### config.mk
export PLATFORM = sky130hd
export DESIGN_NAME = heat_grid_solver
export DESIGN_NICKNAME = d
export VERILOG_FILES = /design/src/rtl/heat_grid_solver_pkg.sv /design/src/rtl/heat_grid_solver_cell_update.sv /design/src/rtl/heat_grid_solver.sv
export SDC_FILE = /design/constraint.sdc
export NUM_CORES = 1
export LEC_CHECK = 0
export BUFFER_PORTS_ARGS = -buffer_cell sky130_fd_sc_hd__buf_4
export CAP_MARGIN = 20
export CORE_MARGIN = 1
export CORE_UTILIZATION = 55
export DETAILED_ROUTE_END_ITERATION = 10
export PLACE_DENSITY = 0.73
export REMOVE_ABC_BUFFERS = 1
export SYNTH_ARGS = -nofsm -noshare
export SYNTH_HDL_FRONTEND = slang
export SYNTH_HIERARCHICAL = 1
export SYNTH_SLANG_ARGS = --single-unit
### constraint.sdc
create_clock -name clk -period 16.5 [get_ports clk]
set_input_delay 2.475 -clock clk [delete_from_list [all_inputs] [get_ports clk]]
set_output_delay 2.475 -clock clk [all_outputs]
set_load 0.02 [all_outputs]
### src/rtl/heat_grid_solver_pkg.sv
// heat_grid_solver_pkg: shared types for the heat-diffusion solver.
//   op_e    : 3-bit command opcodes carried on cmd_op
//   state_e : solver control states
//   bound_e : boundary handling mode for out-of-grid neighbours
//   ALPHA_SHIFT : fixed-point scale of alpha (alpha/8 per step)
package heat_grid_solver_pkg;

  typedef enum logic [2:0] {
    OP_NOP       = 3'd0,
    OP_WRITE     = 3'd1,
    OP_READ      = 3'd2,
    OP_CFG_ALPHA = 3'd3,
    OP_CFG_BOUND = 3'd4,
    OP_RUN       = 3'd5,
    OP_STOP      = 3'd6,
    OP_CLEAR     = 3'd7
  } op_e;

  typedef enum logic [1:0] {
    ST_IDLE  = 2'd0,
    ST_SWEEP = 2'd1,
    ST_FILL  = 2'd2
  } state_e;

  typedef enum logic {
    BND_FIXED = 1'b0,
    BND_INSUL = 1'b1
  } bound_e;

  localparam int ALPHA_SHIFT = 3;

endpackage

### src/rtl/heat_grid_solver_cell_update.sv
// heat_grid_solver_cell_update: combinational 5-point stencil for one cell.
//   c_i            : centre temperature
//   n_i/s_i/e_i/w_i: neighbour temperatures (boundary already substituted)
//   alpha_i        : diffusion coefficient in eighths
//   result_o       : clamp(c + floor((n+s+e+w-4c)*alpha / 8), 0, max)
module heat_grid_solver_cell_update
  import heat_grid_solver_pkg::*;
#(
  parameter int TEMP_W = 4
) (
  input  logic [TEMP_W-1:0] c_i,
  input  logic [TEMP_W-1:0] n_i,
  input  logic [TEMP_W-1:0] s_i,
  input  logic [TEMP_W-1:0] e_i,
  input  logic [TEMP_W-1:0] w_i,
  input  logic [2:0]        alpha_i,
  output logic [TEMP_W-1:0] result_o
);

  // Laplacian needs TEMP_W+2 magnitude bits plus sign; the product with a
  // 3-bit alpha needs three more, so PW leaves headroom for c+q as well.
  localparam int DW = TEMP_W + 4;
  localparam int PW = TEMP_W + 8;
  localparam logic signed [PW-1:0] TMAX = PW'((1 << TEMP_W) - 1);

  logic signed [DW-1:0] sum_s, delta_s;
  logic signed [PW-1:0] d_x, a_x, p_x, q_x, r_x;

  always_comb begin
    sum_s    = $signed({4'b0, n_i}) + $signed({4'b0, s_i})
             + $signed({4'b0, e_i}) + $signed({4'b0, w_i});
    delta_s  = sum_s - $signed({2'b00, c_i, 2'b00});
    d_x      = PW'(delta_s);
    a_x      = PW'($signed({1'b0, alpha_i}));
    p_x      = d_x * a_x;
    q_x      = p_x >>> ALPHA_SHIFT;  // arithmetic shift = floor division
    r_x      = q_x + $signed({8'b0, c_i});
    if (r_x[PW-1])       result_o = '0;
    else if (r_x > TMAX) result_o = '1;
    else                 result_o = r_x[TEMP_W-1:0];
  end

endmodule

### src/rtl/heat_grid_solver.sv
// heat_grid_solver: ROWS x COLS explicit heat-diffusion engine, one cell/clk.
//   clk, rst_n            : clock, synchronous active-low reset
//   cmd_valid/ready/op/addr/data : command port (opcodes in the package)
//   rd_valid, rd_data     : one-cycle read response
//   busy                  : sweeping or filling
//   done                  : one-cycle pulse when a RUN completes
//   iter_cnt              : completed iterations of the current/last RUN
// cur_q holds the last completed iteration; nxt_q collects the sweep in
// progress and is committed into cur_q on the final cell of each pass.
module heat_grid_solver
  import heat_grid_solver_pkg::*;
#(
  parameter  int ROWS   = 5,
  parameter  int COLS   = 5,
  parameter  int TEMP_W = 4,
  parameter  int ITER_W = 8,
  localparam int CELLS  = ROWS * COLS,
  localparam int ADDR_W = $clog2(CELLS),
  localparam int DATA_W = (TEMP_W > ITER_W) ? ((TEMP_W > 4) ? TEMP_W : 4)
                                            : ((ITER_W > 4) ? ITER_W : 4)
) (
  input  logic              clk,
  input  logic              rst_n,
  input  logic              cmd_valid,
  output logic              cmd_ready,
  input  logic [2:0]        cmd_op,
  input  logic [ADDR_W-1:0] cmd_addr,
  input  logic [DATA_W-1:0] cmd_data,
  output logic              rd_valid,
  output logic [TEMP_W-1:0] rd_data,
  output logic              busy,
  output logic              done,
  output logic [ITER_W-1:0] iter_cnt
);

  localparam int RW = $clog2(ROWS);
  localparam int CW = $clog2(COLS);
  localparam logic [ADDR_W-1:0] K_LAST  = ADDR_W'(CELLS - 1);
  localparam logic [ADDR_W:0]   CELLS_V = (ADDR_W+1)'(CELLS);
  localparam logic [RW-1:0]     R_LAST  = RW'(ROWS - 1);
  localparam logic [CW-1:0]     C_LAST  = CW'(COLS - 1);

  state_e                        state_q, state_d;
  logic [CELLS-1:0][TEMP_W-1:0]  cur_q, nxt_q;
  logic [ADDR_W-1:0]             k_q;
  logic [RW-1:0]                 row_q;
  logic [CW-1:0]                 col_q;
  logic [2:0]                    alpha_q;
  bound_e                        mode_q;
  logic [TEMP_W-1:0]             bnd_q, fill_q;
  logic [ITER_W-1:0]             target_q, iter_q, iter_inc;
  logic                          rd_valid_q, done_q;
  logic [TEMP_W-1:0]             rd_data_q;

  logic accept, stop, addr_ok, k_last, last_iter;
  logic [TEMP_W-1:0] c_t, n_t, s_t, e_t, w_t, bnd_t, upd_t;

  assign cmd_ready = (state_q == ST_IDLE) | (cmd_op == OP_STOP);
  assign accept    = cmd_valid & cmd_ready;
  assign stop      = accept & (cmd_op == OP_STOP);
  assign addr_ok   = {1'b0, cmd_addr} < CELLS_V;
  assign k_last    = (k_q == K_LAST);
  assign iter_inc  = iter_q + ITER_W'(1);
  assign last_iter = k_last & (iter_inc == target_q);

  assign busy     = (state_q != ST_IDLE);
  assign done     = done_q;
  assign iter_cnt = iter_q;
  assign rd_valid = rd_valid_q;
  assign rd_data  = rd_data_q;

  // Neighbour muxes: row/col counters track k so no divider is needed.
  // Out-of-range indices are only ever formed on edge rows/cols, where the
  // boundary value is selected instead.
  always_comb begin
    c_t   = cur_q[k_q];
    bnd_t = (mode_q == BND_INSUL) ? c_t : bnd_q;
    n_t   = (row_q == '0)    ? bnd_t : cur_q[k_q - ADDR_W'(COLS)];
    s_t   = (row_q == R_LAST) ? bnd_t : cur_q[k_q + ADDR_W'(COLS)];
    w_t   = (col_q == '0)    ? bnd_t : cur_q[k_q - ADDR_W'(1)];
    e_t   = (col_q == C_LAST) ? bnd_t : cur_q[k_q + ADDR_W'(1)];
  end

  heat_grid_solver_cell_update #(.TEMP_W(TEMP_W)) u_upd (
    .c_i     (c_t),
    .n_i     (n_t),
    .s_i     (s_t),
    .e_i     (e_t),
    .w_i     (w_t),
    .alpha_i (alpha_q),
    .result_o(upd_t)
  );

  always_comb begin
    state_d = state_q;
    case (state_q)
      ST_IDLE: begin
        if (accept && cmd_op == OP_RUN && cmd_data[ITER_W-1:0] != '0)
          state_d = ST_SWEEP;
        else if (accept && cmd_op == OP_CLEAR)
          state_d = ST_FILL;
      end
      ST_SWEEP: if (stop || last_iter) state_d = ST_IDLE;
      ST_FILL:  if (stop || k_last)    state_d = ST_IDLE;
      default:  state_d = ST_IDLE;
    endcase
  end

  always_ff @(posedge clk) begin
    if (!rst_n) begin
      state_q    <= ST_IDLE;
      cur_q      <= '0;
      nxt_q      <= '0;
      k_q        <= '0;
      row_q      <= '0;
      col_q      <= '0;
      alpha_q    <= '0;
      mode_q     <= BND_FIXED;
      bnd_q      <= '0;
      fill_q     <= '0;
      target_q   <= '0;
      iter_q     <= '0;
      rd_valid_q <= 1'b0;
      rd_data_q  <= '0;
      done_q     <= 1'b0;
    end else begin
      state_q    <= state_d;
      rd_valid_q <= 1'b0;
      rd_data_q  <= '0;
      done_q     <= 1'b0;
      if (state_q == ST_IDLE && accept) begin
        case (op_e'(cmd_op))
          OP_WRITE: if (addr_ok) cur_q[cmd_addr] <= cmd_data[TEMP_W-1:0];
          OP_READ: begin
            rd_valid_q <= 1'b1;
            rd_data_q  <= addr_ok ? cur_q[cmd_addr] : '0;
          end
          OP_CFG_ALPHA: alpha_q <= cmd_data[2:0];
          OP_CFG_BOUND: begin
            mode_q <= bound_e'(cmd_data[DATA_W-1]);
            bnd_q  <= cmd_data[TEMP_W-1:0];
          end
          OP_RUN: begin
            target_q <= cmd_data[ITER_W-1:0];
            iter_q   <= '0;
            k_q      <= '0;
            row_q    <= '0;
            col_q    <= '0;
            if (cmd_data[ITER_W-1:0] == '0) done_q <= 1'b1;
          end
          OP_CLEAR: begin
            fill_q <= cmd_data[TEMP_W-1:0];
            k_q    <= '0;
            row_q  <= '0;
            col_q  <= '0;
          end
          default: ;
        endcase
      end else if (state_q == ST_SWEEP && !stop) begin
        nxt_q[k_q] <= upd_t;
        if (k_last) begin
          // Commit the pass; the last cell bypasses nxt_q.
          cur_q         <= nxt_q;
          cur_q[K_LAST] <= upd_t;
          iter_q        <= iter_inc;
          k_q           <= '0;
          row_q         <= '0;
          col_q         <= '0;
          if (last_iter) done_q <= 1'b1;
        end else begin
          k_q <= k_q + ADDR_W'(1);
          if (col_q == C_LAST) begin
            col_q <= '0;
            row_q <= row_q + RW'(1);
          end else begin
            col_q <= col_q + CW'(1);
          end
        end
      end else if (state_q == ST_FILL && !stop) begin
        cur_q[k_q] <= fill_q;
        k_q        <= k_q + ADDR_W'(1);
      end
    end
  end

endmodule

Yosys cells after proc, flatten, opt, wreduce, memory -nomap -nowiden
Cells that the tools add are included.
- register bits after elaboration: 247
- bits of input ports: 19
- output and inout bits: 16
- logic and storage cells: 209
- add/subtract/negate cells: 12
- $mul: 1
- $lt $le $gt $ge: 10
- eq/ne operators: 21
- muxes and demuxes: 62
- bitwise operators: 5
- reductions and logical operators: 35
- operators with widths (kind ; number):
    two-way mux 100 bit ; 6
    bitwise mux 100 bit ; 3
    binary-select mux 4 bit (select 5 bit) ; 6
    two-way mux 4 bit ; 15
    demux 4 bit (select 5 bit) ; 2
    less-than comparator 5 x 6 -> 1 bit (second input constant) ; 6
    two-way mux 8 bit ; 4
    two-way mux 3 bit ; 9
    two-way mux 5 bit ; 5
    == test 3 bit (second input constant) ; 6
    adder 8 x 5 -> 8 bit ; 2
    AND reduction 2 bit ; 8
    greater-than comparator 12 x 5 -> 1 bit (second input constant) ; 1
    multiplier 8 x 4 -> 12 bit ; 1
    adder 9 x 5 -> 10 bit ; 1
    greater-or-equal comparator 5 x 1 -> 1 bit (second input constant) ; 2
    inequality test 2 bit (second input constant) ; 5
    AND reduction 3 bit ; 3
    adder 8 x 1 -> 8 bit (second input constant) ; 1
    == test 8 bit ; 1
    logical AND 1 bit ; 8
    zero test 8 bit ; 1
    two-way mux 2 bit ; 4
    AND reduction 4 bit ; 2
    other kinds (29) ; 44

Logic depth before layout (Yosys ltp)
- depth in word-level cells: 16
- depth in mapped cells: 43
- depth with buffers taken out: 37

By module
Netlist, hierarchy kept.
- modules (own cells, without submodules) (module ; times used ; cells each ; area an instance (µm²) ; seq. area each (µm²)):
    heat_grid_solver ; 1 ; 1858 ; 16274.4 ; 4864.7
    heat_grid_solver_cell_update ; 1 ; 202 ; 1675.4 ; 0.0

Worst setup path after synthesis
Ideal clock, no wire load.
- path kind: reg-to-reg
- start: register k_q[0]
- end: register nxt_q[16] in the netlist's numbering
- library setup time: 76 ps
- arrival time: 8610 ps
- required time: 16424 ps
- setup slack: 7814 ps
- stages on the path, launching flop included: 37
- path buffers: 7
- clock period less this slack: 8686 ps
- path through: dfxtp_1 clkbuf_1 buf_2 buf_4 inv_1 ha_1 clkbuf_1 clkbuf_1 mux4_2 mux4_2 o22ai_1 o21ai_0 fa_1 fa_1 fa_1 fa_1 xor2_1 and2_1 ha_1 inv_1 fa_1 inv_1 ha_1 nand4_1 o21ai_2 xor2_1 ha_1 a21o_1 a21oi_1 nor2_1 mux2i_1 o22ai_2 a21oi_1 clkbuf_1 clkbuf_1 nand3_1 a21boi_0
- cells in the longest elaborated chain, start to end: 14
- elaborated cells between the ends (all ways): 34
- classes of those cells: add/sub: 9; mul: 1; order compare: 3; mux: 20; reduce/logical: 1
- RTL lines (what ; RTL line ; source):
    start: declaration ; heat_grid_solver.sv:45 ; logic [ADDR_W-1:0] k_q;
    start signal: assignment ; heat_grid_solver.sv:171 ; k_q <= k_q + ADDR_W'(1);
    start signal: assignment ; heat_grid_solver.sv:181 ; k_q <= k_q + ADDR_W'(1);
    subtractor 5 x 3 -> 5 bit / binary-select mux 4 bit (select 5 bit) (equally long branches) ; heat_grid_solver.sv:78, heat_grid_solver.sv:76 ;
    binary-select mux 4 bit (select 5 bit) / two-way mux 4 bit (equally long branches) ; heat_grid_solver.sv:78, heat_grid_solver.sv:76 ;
    two-way mux 4 bit (on tied branches) ; heat_grid_solver.sv:78, heat_grid_solver.sv:77 ;
    two-way mux 4 bit * ; heat_grid_solver.sv:78 ; n_t = (row_q == '0) ? bnd_t : cur_q[k_q - ADDR_W'(COLS)];
    named net n_t[2] ; heat_grid_solver.sv:56 ; logic [TEMP_W-1:0] c_t, n_t, s_t, e_t, w_t, bnd_t, upd_t;
    adder 4 x 4 -> 5 bit * ; heat_grid_solver_cell_update.sv:30 ; sum_s = $signed({4'b0, n_i}) + $signed({4'b0, s_i})
    adder 8 x 5 -> 8 bit * (2 in series) ; heat_grid_solver_cell_update.sv:31 ; + $signed({4'b0, e_i}) + $signed({4'b0, w_i});
    subtractor 8 x 7 -> 8 bit * ; heat_grid_solver_cell_update.sv:32 ; delta_s = sum_s - $signed({2'b00, c_i, 2'b00});
    multiplier 8 x 4 -> 12 bit * ; heat_grid_solver_cell_update.sv:35 ; p_x = d_x * a_x;
    adder 9 x 5 -> 10 bit * ; heat_grid_solver_cell_update.sv:37 ; r_x = q_x + $signed({8'b0, c_i});
    greater-than comparator 12 x 5 -> 1 bit ; heat_grid_solver_cell_update.sv:39 ; else if (r_x > TMAX) result_o = '1;
    two-way mux 4 bit ; heat_grid_solver_cell_update.sv:39 ;
    two-way mux 4 bit * ; heat_grid_solver_cell_update.sv:38 ; if (r_x[PW-1]) result_o = '0;
    named net upd_t[0] ; heat_grid_solver.sv:56 ;
    bitwise mux 100 bit * ; heat_grid_solver.sv:160 ; nxt_q[k_q] <= upd_t;
    end signal: indexed assignment ; heat_grid_solver.sv:160 ;
    end: declaration ; heat_grid_solver.sv:44 ; logic [CELLS-1:0][TEMP_W-1:0] cur_q, nxt_q;
Mark *: on every way through the listed nets, which the timed path passes. The rest lies on a longest branch. The select of a mux whose other input is x is not followed.
A chain may end at the register's enable or synchronous reset.

Worst setup path after layout
- start: register k_q[0]
- end: register cur_q[99] in the netlist's numbering
- cells in the longest elaborated chain, start to end: 16
- elaborated cells between the ends (all ways): 41
- classes of those cells: add/sub: 9; mul: 1; order compare: 3; eq/ne: 2; mux: 24; reduce/logical: 2
- RTL lines (what ; RTL line ; source):
    subtractor 5 x 3 -> 5 bit / binary-select mux 4 bit (select 5 bit) (equally long branches) ; heat_grid_solver.sv:78, heat_grid_solver.sv:76 ;
    binary-select mux 4 bit (select 5 bit) / two-way mux 4 bit (equally long branches) ; heat_grid_solver.sv:78, heat_grid_solver.sv:76 ;
    two-way mux 4 bit (on tied branches) ; heat_grid_solver.sv:78, heat_grid_solver.sv:77 ;
    two-way mux 4 bit * ; heat_grid_solver.sv:78 ;
    named net n_t[2] ; heat_grid_solver.sv:56 ;
    adder 4 x 4 -> 5 bit * ; heat_grid_solver_cell_update.sv:30 ;
    adder 8 x 5 -> 8 bit * (2 in series) ; heat_grid_solver_cell_update.sv:31 ;
    subtractor 8 x 7 -> 8 bit * ; heat_grid_solver_cell_update.sv:32 ;
    multiplier 8 x 4 -> 12 bit * ; heat_grid_solver_cell_update.sv:35 ;
    adder 9 x 5 -> 10 bit * ; heat_grid_solver_cell_update.sv:37 ;
    greater-than comparator 12 x 5 -> 1 bit ; heat_grid_solver_cell_update.sv:39 ;
    two-way mux 4 bit ; heat_grid_solver_cell_update.sv:39 ;
    two-way mux 4 bit * ; heat_grid_solver_cell_update.sv:38 ;
    named net upd_t[3] ; heat_grid_solver.sv:56 ;
    two-way mux 100 bit * ; heat_grid_solver.sv:161 ; if (k_last) begin
    two-way mux 100 bit * ; heat_grid_solver.sv:159 ; end else if (state_q == ST_SWEEP && !stop) begin
    two-way mux 100 bit * ; heat_grid_solver.sv:131 ; if (state_q == ST_IDLE && accept) begin
    end signal: indexed assignment ; heat_grid_solver.sv:133 ; OP_WRITE: if (addr_ok) cur_q[cmd_addr] <= cmd_data[TEMP_W-1:0];
    end signal: assignment ; heat_grid_solver.sv:163 ; cur_q <= nxt_q;
    end signal: indexed assignment ; heat_grid_solver.sv:164 ; cur_q[K_LAST] <= upd_t;
    end: declaration ; heat_grid_solver.sv:44 ;
Marks and branches as above.

==> results.py <==
metrics = {
    "outcome": {
        "status": "finished, final reports clean",
    },
    "drt": {
        "drt_first_pass_iters": 6,
        "vias": 16260,
        "routed_wl_um": 56810,
        "antenna_left": 0,
        "drt-initial-drc-count": 1656,
        "remaining_drc_errors": 0,
        "avgRoutedWirePerCell_um": 23.10,
        "via_per_inst": 6.611,
    },
    "cts": {
        "clkSinkCount": 243,
        "cts_hold_buf": 0,
        "root_buffer": "clkbuf_16",
        "clk_latency_ns": 0.58,
        "h-tree-depth": 1,
        "tritoncts": "done",
        "cts_buffers": 28,
        "ctsResizeCount": 0,
        "post_cts_buffers": 0,
        "cts_max_path_buffers": 3,
        "clkTransAtPathRegs_ns": 0.07,
    },
    "place": {
        "place.gp.congestion": 0.9854,
        "portBuffers": 34,
        "place_hpwl_um": 38010,
        "dpl_cell_area_sq_um": 18370,
        "place_ws_ns": 5.800,
    },
    "synth": {
        "synth-edff-count": 0,
        "synth-main-ff-cell": "dfxtp_1",
        "synthCells": 2060,
        "yosys_warnings": 6,
        "synth_cell_types": 68,
        "seq_area_frac_synth": 0.2710,
        "synth_area_sq_um": 17950,
        "ys_ff_latch": 243,
        "avgSynthCellArea_sq_um": 8.713,
        "async_flop_share": 0,
    },
    "critical_path": {
        "worst-setup-path-type": "flop to flop",
        "start_kind": "flop",
        "cpMostUsedCell": "fa_1",
        "cp_data_required_time_ns": 16.96,
        "cp_slowest_cell": "buf_4",
        "cp_top_family": "adder cells",
        "cp.arrival_ns": 11.26,
        "critPathMaxStageDelay_ns": 0.87,
        "worst-path-buf-inv": 6,
        "end_kind": "flop",
        "crit_fanout": 61,
    },
    "power_and_ir_drop": {
        "p_leak_nw": 7.280,
        "peakVddDrop_mv": 0.07363,
        "total_power_mw": 1.618,
        "p_per_area_nw_per_um2": 83.77,
    },
    "final_layout": {
        "final_common_cell": "nand2_1",
        "layout-drive-gt1-share": 0.1201,
        "final_nets": 2085,
        "syn2layout_area_growth_pct": 7.598,
        "design_area_sq_um": 19310,
        "finish.utilization": 0.6074,
        "final_cell_mix": "nand2_1, dfxtp_1, mux2i_1",
    },
    "grt": {
        "grt_max_degree": 121,
        "grt_overflow": 0,
        "antenna_found_initial": 0,
        "track_usage": 0.3406,
        "grt_pass1_vias": 15430,
        "grt_pass1_wl_um": 88780,
    },
    "floorplan": {
        "die_x_um": 182.7,
        "dieArea_sq_um": 33360,
        "initial_core_util": 0.5645,
        "num_rows": 65,
        "die_h_um": 182.7,
        "coreArea_sq_um": 31800,
        "ios": 35,
    },
    "timing": {
        "timing.setup.tns_ns": 0,
        "fin_crit_ns": 10.80,
        "setup_ws_ns": 5.699,
        "slew_viol_final": 0,
        "setup_viol": 0,
        "fmax_mhz": 92.59,
        "hold_viol": 0,
        "fin_skew_ns": 0.03239,
        "fin_crit_sh": 0.6546,
        "relSlewSlack": 0.2396,
        "worstMarginPinSlew_ns": 1.138,
        "rsz0062_at_grt": "no",
    },
    "hold_path": {
        "min_path_type": "flop to flop",
    },
    "run": {
        "cap_viol_max_count": 0,
    },
}
[per-stage QoR]
stage / instances / hold slack, ns
after floorplan: 1907 / 0.4436
after global placement: 2405 / 0.4539
after detailed placement: 2405 / 0.4598
after CTS: 2455 / 0.4682
after global routing: 2458 / 0.4833
final: 2459 / 0.4658
[report_power, final]
group / total (mW) / switching (mW) / internal, mW
combinational: 0.374 / 0.241 / 0.132
clock: 0.615 / 0.260 / 0.354
sequential: 0.629 / 0.0275 / 0.602
total: 1.62 / 0.529 / 1.09
[Yosys cell counts, types with 8 or more instances]
| library cell | instances | area [sq um] |
|---|---|---|
| a21boi_0 | 59 | 442.9 |
| a31oi_1 | 11 | 68.82 |
| buf_2 | 31 | 155.2 |
| nand2_1 | 285 | 1070 |
| nor2b_1 | 111 | 694.4 |
| a21oi_1 | 33 | 165.2 |
| ha_1 | 44 | 550.5 |
| mux4_2 | 88 | 1982 |
| o22ai_1 | 31 | 193.9 |
| clkbuf_1 | 105 | 394.1 |
| nand2b_1 | 96 | 600.6 |
| nor3_1 | 16 | 80.08 |
| o311ai_2 | 8 | 130.1 |
| nand4_1 | 10 | 62.56 |
| and3_1 | 15 | 93.84 |
| xnor2_1 | 26 | 227.7 |
| a221o_1 | 12 | 120.1 |
| o21ai_0 | 125 | 625.6 |
| xor2_1 | 17 | 148.9 |
| o311a_1 | 84 | 840.8 |
| o311ai_4 | 10 | 262.8 |
| buf_1 | 13 | 48.80 |
| nand3_1 | 79 | 395.4 |
| o221ai_1 | 9 | 78.83 |
| dfxtp_1 | 243 | 4865 |
| fa_1 | 19 | 380.4 |
| and2_1 | 20 | 125.1 |
| o211ai_1 | 12 | 90.09 |
| mux2i_1 | 151 | 1511 |
| nor2_1 | 148 | 555.5 |
| inv_1 | 63 | 236.5 |
[flip-flops by register name, indices dropped and copies added, names as in the netlist, 4 cells and up]
| register | count |
|---|---|
| target_q | 8 |
| k_q | 5 |
| iter_cnt | 8 |
| nxt_q | 96 |
| bnd_q | 4 |
| cur_q | 100 |
| fill_q | 4 |
| rd_data | 4 |
[cells by family (layout without fill, tap and decap cells)]
kind of cell | Yosys count | in the layout | share of synthesized area
buffers and inverters | 216 | 179 | 0.04859
adders and majority gates | 63 | 63 | 0.05186
AOI/OAI and AO/OA | 445 | 445 | 0.1951
xor gates and xnor gates | 43 | 43 | 0.02098
and+or+nand+nor | 811 | 811 | 0.2178
muxes | 239 | 239 | 0.1946
DFF | 243 | 243 | 0.2710
other | 0 | 1 | 0
[worst register-to-register path: cells and delay by family (launching register included)]
family                     cells  cell delay [ns]
adders and majority gates      8             3.55
muxes                          3             1.10
and+or+nand+nor                6             0.70
AOI/OAI and AO/OA             12             2.10
buffers and inverters          6             2.14
xor gates and xnor gates       1             0.27
DFF                            1             0.85
[layout make-up]
type	instances	area, sq um
fillers	2821	12490
clock inverters	5	53.80
repair buffers	66	506.7
flip-flops and latches	243	4868
well taps	435	544.3
diodes	1	2.502
inverters	63	236.5
multi-input cells	1601	12250
clock buffers	45	855.8
[final timing paths]
path | from | end | slack, ns | cells after the start
worst max-delay path | k_q[0] | cur_q[99] | 5.70 | 36
worst min-delay path | nxt_q[68] | nxt_q[68] | 0.47 | 2
worst max register to register | k_q[0] | cur_q[99] | 5.70 | 36
worst min register to register | nxt_q[68] | nxt_q[68] | 0.47 | 2
[layer usage]
| layer | GRT usage | up-vias | routed length [um] | part of all wire |
|---|---|---|---|---|
| met4 | 0.1936 | 0 | 3248 | 0.057 |
| met2 | 0.5244 | 922 | 25030 | 0.44 |
| met3 | 0.05628 | 194 | 5644 | 0.099 |
| met5 | 0 | - | 0 | 0 |
| met1 | 0.4533 | 7790 | 22890 | 0.40 |
| li1 | - | 7350 | - | - |
Note: power is estimated with default switching activity, not from simulation.
